`config.mk`:
```
export PLATFORM = sky130hd
export DESIGN_NAME = soft_oser16_tx
export DESIGN_NICKNAME = d
export VERILOG_FILES = /design/src/rtl/soft_oser16_tx.sv
export SDC_FILE = /design/constraint.sdc
export NUM_CORES = 1
export LEC_CHECK = 0
export CORE_UTILIZATION = 45
export CTS_BUF_LIST = sky130_fd_sc_hd__clkbuf_8
export CTS_CLUSTER_DIAMETER = 40
export DETAILED_ROUTE_END_ITERATION = 6
export PLACE_DENSITY = 0.71
export SLEW_MARGIN = 40
export SYNTH_ARGS = -nofsm -noshare
export SYNTH_HDL_FRONTEND = slang
export SYNTH_SLANG_ARGS = --single-unit
```
`constraint.sdc`:
```
create_clock -name clk -period 2.5 [get_ports clk]
set_clock_uncertainty 0.2 [all_clocks]
set_input_delay 0.75 -clock clk [delete_from_list [all_inputs] [get_ports clk]]
set_output_delay 0.75 -clock clk [all_outputs]
set_load 0.05 [all_outputs]
```
`src/rtl/soft_oser16_tx.sv`:
```
// soft_oser16_tx -- soft-logic WIDTH:1 serializer with a generated word clock.
//
// Parallel words enter through a one-deep holding register on a valid/ready
// handshake. They are shifted out one bit per clk cycle. A bit counter slices
// the serial stream into frames of WIDTH slots. pclk_o and frame_o mark those
// frames for the receiving deserializer. When no word is waiting at a frame
// boundary, IDLE_WORD is sent instead. Once user data has started flowing,
// this is flagged as an underrun.
//
// Ports:
//   clk            in   fast serial bit clock, rising edge
//   rst_i          in   asynchronous active-low reset
//   data_i         in   parallel word to transmit (WIDTH bits)
//   valid_i        in   data_i is valid
//   ready_o        out  holding register empty; accept = valid_i && ready_o
//   clr_underrun_i in   synchronous clear of underrun_o
//   q_o            out  serial data, registered
//   pclk_o         out  word clock, high for slots 0..WIDTH/2-1
//   frame_o        out  high during slot 0 of every frame
//   underrun_o     out  sticky: frame boundary passed with no word pending
module soft_oser16_tx #(
    parameter int               WIDTH     = 16,
    parameter bit               LSB_FIRST = 1'b1,
    parameter logic [WIDTH-1:0] IDLE_WORD = '0
) (
    input  logic             clk,
    input  logic             rst_i,
    input  logic [WIDTH-1:0] data_i,
    input  logic             valid_i,
    output logic             ready_o,
    input  logic             clr_underrun_i,
    output logic             q_o,
    output logic             pclk_o,
    output logic             frame_o,
    output logic             underrun_o
);

    localparam int             CW       = $clog2(WIDTH);
    localparam logic [CW-1:0]  CNT_LAST = CW'(WIDTH - 1);
    localparam logic [CW-1:0]  CNT_HALF = CW'(WIDTH / 2);

    logic [CW-1:0]    cnt_q, cnt_d;
    logic [WIDTH-1:0] sh_q, sh_d;
    logic [WIDTH-1:0] hold_q, hold_d;
    logic             hold_full_q, hold_full_d;
    logic             armed_q, armed_d;
    logic             underrun_q, underrun_d;
    logic             pclk_q, pclk_d;
    logic             frame_q, frame_d;

    logic boundary;
    logic accept;

    always_comb begin
        boundary = (cnt_q == CNT_LAST);
        accept   = valid_i && !hold_full_q;

        // Explicit wrap so non-power-of-two widths also cycle 0..WIDTH-1.
        cnt_d   = boundary ? '0 : cnt_q + CW'(1);
        pclk_d  = (cnt_d < CNT_HALF);
        frame_d = (cnt_d == '0);

        if (boundary) begin
            sh_d = hold_full_q ? hold_q : IDLE_WORD;
        end else if (LSB_FIRST) begin
            sh_d = sh_q >> 1;
        end else begin
            sh_d = sh_q << 1;
        end

        // An accept can never coincide with a transfer because ready_o is low
        // whenever the holding register is full, so no bypass path is needed.
        hold_d      = accept ? data_i : hold_q;
        hold_full_d = (hold_full_q && !boundary) || accept;
        armed_d     = armed_q || accept;

        // Set takes priority over clear when both happen in one cycle.
        if (boundary && !hold_full_q && armed_q) begin
            underrun_d = 1'b1;
        end else if (clr_underrun_i) begin
            underrun_d = 1'b0;
        end else begin
            underrun_d = underrun_q;
        end
    end

    always_ff @(posedge clk or negedge rst_i) begin
        if (!rst_i) begin
            cnt_q       <= '0;
            sh_q        <= IDLE_WORD;
            hold_full_q <= 1'b0;
            armed_q     <= 1'b0;
            underrun_q  <= 1'b0;
            pclk_q      <= 1'b1;
            frame_q     <= 1'b1;
        end else begin
            cnt_q       <= cnt_d;
            sh_q        <= sh_d;
            hold_full_q <= hold_full_d;
            armed_q     <= armed_d;
            underrun_q  <= underrun_d;
            pclk_q      <= pclk_d;
            frame_q     <= frame_d;
        end
    end

    // Holding data is qualified by hold_full_q, so it needs no reset.
    always_ff @(posedge clk) begin
        hold_q <= hold_d;
    end

    assign ready_o    = !hold_full_q;
    assign q_o        = LSB_FIRST ? sh_q[0] : sh_q[WIDTH-1];
    assign pclk_o     = pclk_q;
    assign frame_o    = frame_q;
    assign underrun_o = underrun_q;

endmodule

```
## Word-level counts from Yosys, hierarchy flattened

Index checks and enable logic that the tools add are counted.

| storage, ports and cells | value |
|---|---|
| register bits | 41 |

| operators by class | value |
|---|---|
| equality and inequality tests | 1 |
| $lt $le $gt $ge | 1 |
| reduce and logical (&&, ||, !) cells | 10 |
| multiplexer cells | 5 |
| add/sub/neg operators | 1 |

Operator list:

| cell | number |
|---|---|
| 2-to-1 mux 16 bit | 2 |
| adder 4 x 1 -> 4 bit, second input constant | 1 |
| equality test 4 bit, second input constant | 1 |
| logical AND 1 bit | 4 |
| zero test 4 bit | 1 |
| < comparator 4 bit, second input constant | 1 |
| 2-to-1 mux 4 bit | 1 |
| zero test 1 bit | 2 |
| logical OR 1 bit | 2 |
| 2-to-1 mux 1 bit | 2 |
| nonzero test 2 bit | 1 |

## Logic depth before layout (Yosys ltp)

Gate-level depths: netlist of the first run.

| depth | value |
|---|---|
| depth after elaboration | 4 |
| depth in mapped cells | 5 |

## Worst setup path after synthesis of the first run

Ideal clock, no wire load.

| timing | value |
|---|---|
| kind | input-to-reg |
| start point | in valid_i |
| end point | reg hold_q[0], enable pin |
| path slack | 0.353 ns |
| cell stages on the path | 1 |
| path buffers | 0 |
| arrival time | 1.555 ns |
| required time | 1.908 ns |
| library setup time | 0.392 ns |
| cell sequence | nor2b_1 |

| on the way | value |
|---|---|
| longest elaborated chain between the ends | 1 |

RTL lines:

| item | RTL line | RTL |
|---|---|---|
| start: declaration | 29 | `input logic valid_i,` |
| logical AND 1 bit | 56 | `accept = valid_i && !hold_full_q;` |
| end signal: assignment | 109 | `hold_q <= hold_d;` |
| end: declaration | 44 | `logic [WIDTH-1:0] hold_q, hold_d;` |

No other way between the ends.
A chain may end at the register's enable or synchronous reset.

## Worst setup path after layout of the first run

| timing | value |
|---|---|
| start point | reg underrun_q, in the netlist underrun_o |
| end point | out underrun_o |

RTL lines:

| item | RTL line | RTL |
|---|---|---|
| start: declaration | 47 | `logic underrun_q, underrun_d;` |
| start signal: assignment | 101 | `underrun_q <= underrun_d;` |
| end: declaration | 35 | `output logic underrun_o` |

No word-level cell between the ends.

==> results.md, run 1 <==
- Status: complete, no violations
- Fmax: approximately 420 MHz
- Synth top cells by count: 23 x dfrtp_1, 18 x inv_1, 16 x edfxtp_1, 16 x nand2_1, 15 x mux2i_1
- Starting Density: 48.98%
- Crit-path cells: clkdlybuf4s50_1
- Via density: 4.587
- Crit end category: primary output
- R2R cell count: 3
- # Max-Cap Violations: 0
- Critical path's largest stage delay: 800 ps
- Top Family by Delay on Critical Path: buffers and inverters
- Fin nets: 160
- CTS tree: yes
- Finished Layout Cells: 184
- Synth top area share: 36.98%
- Antenna Cells: 0
- Hold Slack: 281.5 ps
- Starting DRT DRC Count: 39
- Flops & latches, synth: 41
- Worst path depth: 1
- # setup viols final: 0
- Io pins: 25
- Synth async-reset ratio: 60.98%
- Netlist cell types: 23
- Total CTS buffers: 5
- CTS clk-pin slew, worst paths: 70 ps
- Post-route DRC: 0
- Largest net degree at the start of global routing: 26
- Period minus WS final: 2384 ps
- Worst r2r src: cnt_q[0]
- Chip height: a little over 60 um
- H-tree depth: 2
- Main area contributors after synthesis: dfrtp_1 37%, edfxtp_1 31%, mux2i_1 9.6%
- Crit path buf inv count: 1
- GP Congestion: 0.6358
- Clk root buf: clkbuf_8
- Critical Path RT: 1550 ps
- Tcrit/Tclk final: 95.37%
- Max Buffers Root-to-Sink: 2
- # Post-CTS Setup Buffers: 0
- Clock Sinks: about 40
- Vias: 844
- Setup WS pre-CTS: 396.5 ps
- Post-Syn Area per Cell: 14.28 um^2
- CTS resizes: 0
- Final hold vios: 0
- Placed Cells: 176
- Mapped Cells: 109
- Worst min path class: reg -> reg
- Hold buffer count at cts: 0
- CP Launch Type: flop
- Slowest-stage cell, CP: clkdlybuf4s50_1
- First-pass GRT wire length: 3.601 mm
- Antenna violations before repair: 0
- Placement row count: 20
- Reg2reg end: sh_q[6]
- Post-Syn Nets: 130
- Routed WL per cell: 11.61 um
- Worst-path fanout max: 2
- Netlist Area Pre-Place: approximately 1600 um^2
- Post-route antenna net violation count: 0
- GR Overflow Total: 0
- Post-synthesis sequential area ratio: 71.22%
- Tot Pwr: 1.317 mW
- Port bufs: 24
- Clock latency on the worst-skew pair: between 200 and 300 ps
- Worst setup path end: underrun_o
- RSZ-0062 raised after global routing: no
- Placed wire-length estimate: about 1.5 mm
- Maximum VDD drop: 0.4513 mV
- Die W: 60.81 um
- Core area: 3178 um^2
- Layout cells sized above 1: 13.57%
- Pleak: 0.7989 nW
- Area Growth Syn to Fin: 23.39%
- Crit path DAT: 1430 ps
- Setup tns final: 0 ps
- Setup crit start: underrun_o
- Hold Crit Depth: 1
- Worst-Margin Slew: 488.4 ps
- First drt pass iteration count: 4
- Tot GR Track Use: 14.85%
- Top_reg_cell synth: dfrtp_1
- EDFF count, synth: 16
- Routed WL: about 2.1 mm
- Pwr dens: between 600 and 700 nW/um^2
- Number of global-route vias before repair: 831
- Rel. slew slack: between 60% and 70%
- PnR worst setup slack: 115.8 ps
- Max-slew violations: 0
- Yosys top cell by area: dfrtp_1
- Crit Path Class: reg -> out
- Die area: 3698 um^2
- Most instantiated library cell after synthesis: dfrtp_1
- R2r setup slk: 880 ps
- Synth warn: 0
==> metrics by stage <==
step	area (um^2)	utilization (%)
floorplan	1556	-
global placement	1829	57.56
detailed placement	1829	57.56
CTS	1921	60.43
global route	1921	60.43
finish	1921	60.43
==> cells in the final DEF (no fill, tap or decap), types with 2 or more instances in the layout <==
master	netlist	routed
inv_1	18	18
buf_4	0	5
dfrtp_1	23	23
nand2_1	16	16
clkbuf_8	0	6
clkdlybuf4s50_1	0	21
mux2i_1	15	15
dfstp_2	2	2
edfxtp_1	16	16
==> how the worst min path moves through the flow <==
stage / startpoint / endpoint / slack, ps
6_report: cnt_q[0] / cnt_q[0] / 280
5_1_grt: sh_q[4] / sh_q[3] / 310
4_1_cts: cnt_q[0] / cnt_q[0] / 280
3_5_place_dp: cnt_q[0] / cnt_q[0] / 270
3_3_place_gp: cnt_q[0] / cnt_q[0] / 260
2_1_floorplan: armed_q / armed_q / 240
==> per-layer routing <==
metal  track usage, %  up-vias  share of wire (%)
li1                 -      413                  -
met1            15.48      401                 41
met2            24.96       23                 51
met3            7.676        7                6.2
met4            6.818        0                2.1
met5                0        -                  0
==> layout make-up <==
cell class,instances,area (um^2)
inverters,18,67.56
clock buffers,6,82.58
flip-flops and latches,41,1109
clock inverters,2,8.758
repair buffers,27,267.8
well taps,44,55.05
multi-input cells,46,330.3
fillers,270,1257
==> power by group <==
group	internal [mW]	switching [mW]
Combinational	0.0607	0.0684
Clock	0.218	0.207
Sequential	0.750	0.0126
Total	1.03	0.288
==> registers in the layout, summed over array words and instances, names as in the netlist <==
register,cells
underrun_o,1
cnt_q,4
frame_o,1
pclk_o,1
sh_q,16
hold_q,16
hold_full_q,1
armed_q,1
==> cell families (layout without fill, tap and decap cells) <==
group / count (synthesis) / count (layout) / share of synthesized area [%]
compound gates: 5 / 5 / 2.733
xor+xnor: 1 / 1 / 0.5628
flops: 41 / 41 / 71.22
buf+inv: 22 / 53 / 7.556
simple gates: 24 / 24 / 7.477
mux: 15 / 15 / 9.646
fa+ha+maj: 1 / 1 / 0.8037
No activity file was read; power rests on OpenSTA's default activity.
==> run 2: changes to the inputs <==
Settings changed: SKIP_CTS_REPAIR_TIMING set to 1.
==> results of run 2 <==
Final layout, timing and power as in run 1 (identical DEF).
==> run 3: changes to the inputs <==
Settings changed: CORE_UTILIZATION 45 to 54, PLACE_DENSITY 0.71 to 0.82.
==> run 3 against run 2 <==
Effect of this change:
- critical path depth did not move
- design area fell by 1.2%
- largest power group unchanged
- worst setup slack barely moved
- via count fell by 1.4%
- count of clock-buffer cells in the layout did not move
==> results.md, run 3 (synthesized netlist as in run 1, its figures left out) <==
- Starting Density: 56.93% (was 48.98%)
- Area Growth Syn to Fin: 21.86% (was 23.39%)
- Routed WL per cell: 12.21 um (was 11.61 um)
- Crit path buf inv count: 1 (unchanged)
- Slowest-stage cell, CP: clkdlybuf4s50_1 (unchanged)
- Period minus WS final: 2384 ps (about the same)
- Cell Area, Placed: 1805 um^2 (was 1829 um^2)
- Finished layout cell area: 1897 um^2 (was 1921 um^2)
- Tot GR Track Use: 16.37% (was 14.85%)
- # Max-Cap Violations: 0 (unchanged)
- Clock latency on the worst-skew pair: 280 ps (was 290 ps)
- First-pass GRT wire length: 3.684 mm (was 3.601 mm)
- Largest registers: hold_q (16), sh_q (16), cnt_q (4) (unchanged)
- Antenna Cells: 0 (unchanged)
- Placed Cells: 162 (was 176)
- Via density: 4.894 (was 4.587)
- Final hold vios: 0 (unchanged)
- Internal: 1.026 mW (was 1.029 mW)
- GP Congestion: 0.7298 (was 0.6358)
- Worst min path class: reg -> reg (unchanged)
- Pleak: 0.7941 nW (was 0.7989 nW)
- Largest net degree at the start of global routing: 26 (unchanged)
- Worst-path fanout max: 2 (unchanged)
- P_sw: 0.2799 mW (was 0.2883 mW)
- Starting DRT DRC Count: 27 (was 39)
- Comb power frac: 8.9% (was 9.8%)
- Pwr dens: 688.6 nW/um^2 (was 685.7 nW/um^2)
- GR Overflow Total: 0 (unchanged)
- Clock power frac: 32.1% (was 32.3%)
- CTS clk-pin slew, worst paths: 70 ps (about the same)
- Finished Layout Cells: 170 (was 184)
- RSZ-0062 raised after global routing: no (unchanged)
- Port bufs: 24 (unchanged)
- Rel. slew slack: 64.38% (was 67.34%)
- Sw Ratio: 21.43% (was 21.89%)
- CP Launch Type: flop (unchanged)
- Top Family by Delay on Critical Path: buffers and inverters (unchanged)
- Max-slew violations: 0 (unchanged)
- Crit Path Class: reg -> out (unchanged)
- Chip height: 55.69 um (was 60.81 um)
- # setup viols final: 0 (unchanged)
- Clk root buf: clkbuf_8 (unchanged)
- Layout cells sized above 1: 12.95% (was 13.57%)
- Die W: 55.69 um (was 60.81 um)
- Most frequent cells in the layout: 23 x dfrtp_1, 21 x clkdlybuf4s50_1, 18 x inv_1 (unchanged)
- Die area: 3101 um^2 (was 3698 um^2)
- Crit end category: primary output (unchanged)
- Worst-Margin Slew: 534.3 ps (was 488.4 ps)
- Max Buffers Root-to-Sink: 2 (unchanged)
- Total CTS buffers: 5 (unchanged)
- Post-route DRC: 0 (unchanged)
- Placed wire-length estimate: 1.461 mm (was 1.479 mm)
- Placement row count: 19 (was 20)
- Status: complete, no violations (unchanged)
- Post-route antenna net violation count: 0 (unchanged)
- Crit path DAT: 1430 ps (about the same)
- First drt pass iteration count: 3 (was 4)
- Tcrit/Tclk final: 95.35% (was 95.37%)
- CTS tree: yes (unchanged)
- H-tree depth: 2 (unchanged)
- Core area: 2734 um^2 (was 3178 um^2)
- Tot Pwr: 1.306 mW (was 1.317 mW)
- Io pins: 25 (unchanged)
- Antenna violations before repair: 0 (unchanged)
- Final Util: 69.38% (was 60.43%)
- Fmax: 419.5 MHz (was 419.4 MHz)
- Vias: 832 (was 844)
- Critical path's largest stage delay: 800 ps (about the same)
- Crit-path cells: clkdlybuf4s50_1 (unchanged)
- Setup tns final: 0 ps (unchanged)
- Reg power frac: 59.0% (was 57.9%)
- Fin nets: 159 (was 160)
- Number of global-route vias before repair: 909 (was 831)
- Routed WL: 2.076 mm (was 2.136 mm)
- Maximum VDD drop: 0.6456 mV (was 0.4513 mV)
- Leading cell type in the layout, fill and taps excluded: dfrtp_1 (unchanged)
- Critical Path RT: 1550 ps (about the same)
- Clock Sinks: 41 (unchanged)
## run 3: layout make-up
cell class / count / area (um^2)
multi-input combinational: 46 / 330.3
inverter: 18 / 67.56
fill: 190 / 837.1
clock inverter: 2 / 8.758
timing repair buffer: 26 / 260.3
clock buffer: 6 / 82.58
tap: 31 / 38.79
sequential: 41 / 1109
## run 3: routing by layer
layer	wire length (um)	vias up	GRT usage, %
met1	790	398	17.59
li1	-	410	-
met2	1165	19	28.40
met5	0	-	0
met3	77	5	4.884
met4	42	0	9.643
## run 3: power groups by stage
stage / Combinational [mW] / Clock [mW] / Sequential (mW)
final: 0.117 / 0.419 / 0.770
after global routing: 0.130 / 0.464 / 0.775
after CTS: 0.120 / 0.439 / 0.771
after detailed placement: 0.120 / 0 / 0.784
after global placement: 0.115 / 0 / 0.783
after floorplan: 0.0542 / 0 / 0.783
## run 3: path summary, 6_finish.rpt
path	cells past startpoint	start	slack, ps	endpoint
worst max-delay path	1	underrun_o	120	underrun_o
worst min register to register	1	armed_q	270	armed_q
worst max register to register	3	cnt_q[0]	890	sh_q[9]
min in group asynchronous	2	rst_i	620	sh_q[2]
worst min-delay path	1	armed_q	270	armed_q
max in group asynchronous	2	rst_i	1190	frame_o
## run 3: per-stage QoR
step	hold WS, ps	setup WS, ps
after CTS	278.8	99.77
final	272.0	116.2
after global routing	293.9	70.16
after detailed placement	261.4	391.2
after global placement	256.4	406.9
after floorplan	240.1	352.6
